==> config.mk <==
export PLATFORM = sky130hd
export DESIGN_NAME = game_ctrl
export DESIGN_NICKNAME = d
export VERILOG_FILES = /design/src/rtl/game_ctrl.sv
export SDC_FILE = /design/constraint.sdc
export NUM_CORES = 1
export LEC_CHECK = 0
export ABC_AREA = 1
export BUFFER_PORTS_ARGS = -buffer_cell sky130_fd_sc_hd__buf_2
export CORE_MARGIN = 2
export CORE_UTILIZATION = 40
export CTS_CLUSTER_DIAMETER = 120
export DETAILED_ROUTE_END_ITERATION = 10
export PLACE_DENSITY = 0.65
export SETUP_SLACK_MARGIN = 0.4
export SYNTH_ARGS = -nofsm -noshare
export SYNTH_HDL_FRONTEND = slang
export SYNTH_SLANG_ARGS = --single-unit
==> constraint.sdc <==
create_clock -name clk -period 1.82 [get_ports clk]
set_input_delay 0 -clock clk [delete_from_list [all_inputs] [get_ports clk]]
set_output_delay 0 -clock clk [all_outputs]
set_load 0.01 [all_outputs]
==> src/rtl/game_ctrl.sv <==
// Maze game controller: synchronizes start/collision/goal, runs IDLE/PLAY/LOSE/WIN and holds end states.
// Latency: an input first sampled high at edge N takes effect on the state at edge N+2; outputs are registered.
// Backpressure: none; inputs are level signals reduced to single-cycle rising-edge events, held levels count once.
// Configuration: define GAME_CTRL_LIVES_EN to enable multi-life play; undefined, the first collision ends the game.
module game_ctrl #(
    parameter int unsigned HOLD_CYCLES = 300000000,
    parameter int unsigned LIVES       = 3
) (
    input  logic       clk,
    input  logic       reset,
    input  logic       start,
    input  logic       collision,
    input  logic       goal,
    output logic       lose_on,
    output logic       win_on,
    output logic       playing,
    output logic [1:0] state,
    output logic [1:0] lives
);

    typedef enum logic [1:0] {
        ST_IDLE = 2'b00,
        ST_PLAY = 2'b01,
        ST_LOSE = 2'b10,
        ST_WIN  = 2'b11
    } state_t;

    // Last hold count before returning to IDLE; the end state lasts HOLD_CYCLES cycles.
    localparam logic [28:0] HOLD_LAST  = 29'(HOLD_CYCLES - 1);
    localparam logic [1:0]  LIVES_INIT = 2'(LIVES);

    // Input bit order in the synchronizer vectors.
    localparam int IDX_START = 0;
    localparam int IDX_COLL  = 1;
    localparam int IDX_GOAL  = 2;

    logic [2:0]  r_sync1;
    logic [2:0]  r_sync2;
    logic [2:0]  r_prev;
    logic [2:0]  w_in;
    logic [2:0]  w_edge;
    logic        w_start_edge;
    logic        w_coll_edge;
    logic        w_goal_edge;

    state_t      r_state;
    logic [1:0]  r_lives;
    logic [28:0] r_hold;
    logic        r_lose_on;
    logic        r_win_on;
    logic        r_playing;

    assign w_in = {goal, collision, start};

    // Two-flop synchronizer plus a delayed copy of the synchronized level for edge detection.
    always_ff @(posedge clk or negedge reset) begin
        if (!reset) begin
            r_sync1 <= '0;
            r_sync2 <= '0;
            r_prev  <= '0;
        end else begin
            r_sync1 <= w_in;
            r_sync2 <= r_sync1;
            r_prev  <= r_sync2;
        end
    end

    // Rising edge: synchronized level high now, low one cycle earlier. Edge flops reset to 0,
    // so a level already high at reset release still produces one event.
    assign w_edge       = r_sync2 & ~r_prev;
    assign w_start_edge = w_edge[IDX_START];
    assign w_coll_edge  = w_edge[IDX_COLL];
    assign w_goal_edge  = w_edge[IDX_GOAL];

    // Game FSM with hold counter, lives and registered status outputs updated together.
    always_ff @(posedge clk or negedge reset) begin
        if (!reset) begin
            r_state   <= ST_IDLE;
            r_lives   <= 2'd0;
            r_hold    <= '0;
            r_lose_on <= 1'b0;
            r_win_on  <= 1'b0;
            r_playing <= 1'b0;
        end else begin
            case (r_state)
                ST_IDLE: begin
                    r_hold    <= '0;
                    r_lose_on <= 1'b0;
                    r_win_on  <= 1'b0;
                    // Collision and goal edges are meaningless before a game starts.
                    if (w_start_edge) begin
                        r_state   <= ST_PLAY;
                        r_lives   <= LIVES_INIT;
                        r_playing <= 1'b1;
                    end else begin
                        r_playing <= 1'b0;
                    end
                end

                ST_PLAY: begin
                    r_hold <= '0;
                    // A collision takes priority; a goal edge in the same cycle is dropped.
                    if (w_coll_edge) begin
`ifdef GAME_CTRL_LIVES_EN
                        if (r_lives > 2'd1) begin
                            r_lives <= r_lives - 2'd1;
                        end else begin
                            r_state   <= ST_LOSE;
                            r_lives   <= 2'd0;
                            r_lose_on <= 1'b1;
                            r_playing <= 1'b0;
                        end
`else
                        r_state   <= ST_LOSE;
                        r_lives   <= 2'd0;
                        r_lose_on <= 1'b1;
                        r_playing <= 1'b0;
`endif
                    end else if (w_goal_edge) begin
                        r_state   <= ST_WIN;
                        r_win_on  <= 1'b1;
                        r_playing <= 1'b0;
`ifndef GAME_CTRL_LIVES_EN
                        // Without life counting the lives output only shows a value while playing.
                        r_lives   <= 2'd0;
`endif
                    end
                end

                ST_LOSE, ST_WIN: begin
                    // All input edges, including start, are ignored until the hold expires.
                    if (r_hold == HOLD_LAST) begin
                        r_state   <= ST_IDLE;
                        r_hold    <= '0;
                        r_lose_on <= 1'b0;
                        r_win_on  <= 1'b0;
                        r_playing <= 1'b0;
                    end else begin
                        r_hold <= r_hold + 29'd1;
                    end
                end

                default: begin
                    r_state   <= ST_IDLE;
                    r_lives   <= 2'd0;
                    r_hold    <= '0;
                    r_lose_on <= 1'b0;
                    r_win_on  <= 1'b0;
                    r_playing <= 1'b0;
                end
            endcase
        end
    end

    assign state   = r_state;
    assign lives   = r_lives;
    assign lose_on = r_lose_on;
    assign win_on  = r_win_on;
    assign playing = r_playing;

endmodule
==> out/results.tsv <==
stage	metric	value	unit
clock_network	htreeDepth	2	
yosys	synth_warnings	0	
placement	place_inst	414	
clock_network	cts_sinks	44	
routing	drt-vias-per-instance	4.88	
yosys	seq_area_frac_synth	46.4	%
global_route	overflow	0	
worst_setup_path	r2r_cells	9	
worst_setup_path	cp_data_arrival_time	1.71	ns
final_layout	syn2layout_area_growth	32.4	%
clock_network	clockBufferDepth	2	
floorplan	die_h	81.0	um
pwr	p_leak	1.40	nW
clock_network	clkTransAtPathRegs	0.09	ns
sta	fmax	667	MHz
routing	postRouteAntennaNets	0	
pwr	ir_worst_vdd	0.690	mV
placement	port-buffer-count	11	
routing	dr.pass1.iters	4	
run	drv_cap	0	
global_route	track_usage	20.0	%
worst_setup_path	path_max_fanout	6	
sta	fin_tns_setup	0	ns
yosys	synth_common_cells	nand2_1, nor2_1, dfrtp_1	
routing	num_vias	2199	
sta	tightest_slew	0.488	ns
clock_network	cts_made_buffers	5	
final_layout	layout.nets	381	
status	outcome	complete, no violations	
yosys	mappedNetlistNets	331	
sta	clock_skew	0.0122	ns
floorplan	core-area	5820	um2
worst_setup_path	crit_type	flip-flop to flip-flop	
yosys	yosysTopAreaCell	dfrtp_1	
worst_setup_path	crit_required	2.03	ns
global_route	grt_max_degree	22	
yosys	async_flop_share	100	%
yosys	synth_ff_type	dfrtp_1	
final_layout	drive_above_1_share	31.1	%
yosys	synth_edf_count	0	
worst_setup_path	startpoint_type	flip-flop	
placement	place.detailed.hpwl	4.19	mm
sta	slew_viol_final	0	
routing	wl	6.16	mm
yosys	synth_area_per_cell	7.30	um2
final_layout	fin_util	54.0	%
floorplan	initial_core_util	40.8	%
floorplan	fp.dieArea	6570	um2
yosys	synth.most_common_cell	nand2_1	
yosys	syn-cell-area	2370	um2
hold_path	worstHoldPathType	input pin to async pin	
clock_network	root_buffer	clkbuf_8	
floorplan	placementRows	28	
sta	min_period	1.50	ns
worst_setup_path	end_kind	flip-flop	
clock_network	cts_tree	built	
final_layout	diodes	0	
global_route	grt_pass1_vias	2137	
routing	drt-initial-drc-count	161	
yosys	synth_area_leaders	dfrtp_1, nand2_1, nor2_1, inv_1, nand3_1	
floorplan	chipWidth	81.0	um
sta	relSlewSlack	67.4	%
pwr	power.density	1010	nW/um2
routing	drc_errors	0	
final_layout	fin_cells	451	
sta	setup_ws	0.322	ns
placement	place.gp.congestion	0.883	
sta	finalCritPeriodShare	82.3	%
sta	finalHoldViolCount	0	
yosys	synthDistinctLibCells	26	
sta	setup_viol	0	
global_route	grt_pass1_wl	9.87	mm
sta	rsz0062_at_grt	true	
yosys	ys_ff_latch	44	
clock_network	clk_latency	0.31	ns
routing	wl_per_cell	13.7	um
floorplan	ios	12	
yosys	synth_top_area_share	46.4	%
global_route	antenna_found_initial	0	
yosys	synthCells	325	
final_layout	fillCellCount	572	
placement	post-place-ws	0.143	ns
[metrics by stage]
| step | area (um2) | power, mW | hold slack, ns |
|---|---|---|---|
| 2_1_floorplan | 2390 | 1.66 | -0.296 |
| 3_3_place_gp | 2550 | 1.83 | -0.00937 |
| 3_5_place_dp | 2550 | 1.85 | -0.000511 |
| 4_1_cts | 2940 | 3.08 | 0.206 |
| 5_1_grt | 3140 | 3.30 | 0.233 |
| 6_report | 3140 | 3.17 | 0.180 |
[final timing paths]
path / startpoint / to / slack (ns)
max in group asynchronous: reset / state[1] / 1.06
hold reg to reg: r_sync1[0] / r_sync2[0] / 0.35
hold / removal: reset / r_hold[17] / 0.18
setup / recovery: r_hold[1] / r_hold[3] / 0.32
min in group clk: goal / r_sync1[2] / 0.33
setup reg to reg: r_hold[1] / r_hold[3] / 0.32
[registers in the layout, indices dropped and copies added, names as in the netlist]
register,count
win_on,1
state,2
r_sync1,3
r_prev,3
lives,1
lose_on,1
r_sync2,3
playing,1
r_hold,29
[cells in the final DEF, fill, tap and decap left out, types with 4 or more instances in the layout]
cell           Yosys  layout
a21oi_1            8       8
nand3_1           19      14
buf_2              0      11
clkbuf_8           0       5
buf_4              1      26
inv_1             34      31
nor2_4             4       9
nand2_1           94      83
dfrtp_2            0       4
nor3_1             7       4
nand3_2            0       4
inv_2              2       5
nor2_1            80      61
dfrtp_1           44      40
nor3_2             2       5
nand2_4            3       6
nand2_2            2      10
nor2_2             5      19
dlygate4sd3_1      0       4
xor2_1             4       4
[routing by layer]
metal,vias to the layer above,part of all wire (%),track usage [%]
li1,1098,-,-
met1,1048,44,25.3
met2,43,51,34.2
met3,10,3.5,3.89
met4,0,1.8,7.12
met5,-,0,0
[final cells by class]
cell class	instances	area [um2]	area share, %
Inverter	36	135	4.30
Sequential cell	44	1110	35.2
Multi-Input combinational cell	243	1310	41.5
Timing Repair Buffer	45	344	10.9
Clock buffer	5	68.8	2.19
Clock inverter	3	90.1	2.87
Tap cell	75	93.8	2.99
[critical path: stages, from the launching register on]
cell and delay (ns):
dfrtp_1 0.41, ha_4 0.17, nand2_4 0.06, nor2_4 0.13, nand2_4 0.09, nor2_4 0.13
nand2_4 0.12, nand2_8 0.13, buf_4 0.14, nor2_2 0.04
[logic make-up after synthesis]
| family | after synthesis | synth area share (%) |
|---|---|---|
| compound gates | 17 | 4.32 |
| xor+xnor | 6 | 2.21 |
| fa+ha+maj | 1 | 0.527 |
| buf+inv | 39 | 7.01 |
| flops | 44 | 46.4 |
| simple gates | 218 | 39.5 |
[repair_timing]
action                                  4_1_cts  5_1_grt
gates resized for setup                      12       47
pin swaps                                     5       12
buffers inserted                             16        8
endpoints found under the hold margin        22        0
endpoints found under the setup margin       28       32
cloned                                        1        0
hold buffers                                  4        0
[report_power, final]
part           internal [mW]  leakage [nW]  switching, mW
clock network          0.687        0.0784          0.361
registers               1.10         0.572          0.115
logic                  0.412         0.746          0.492
No activity file was read; power rests on OpenSTA's default activity.
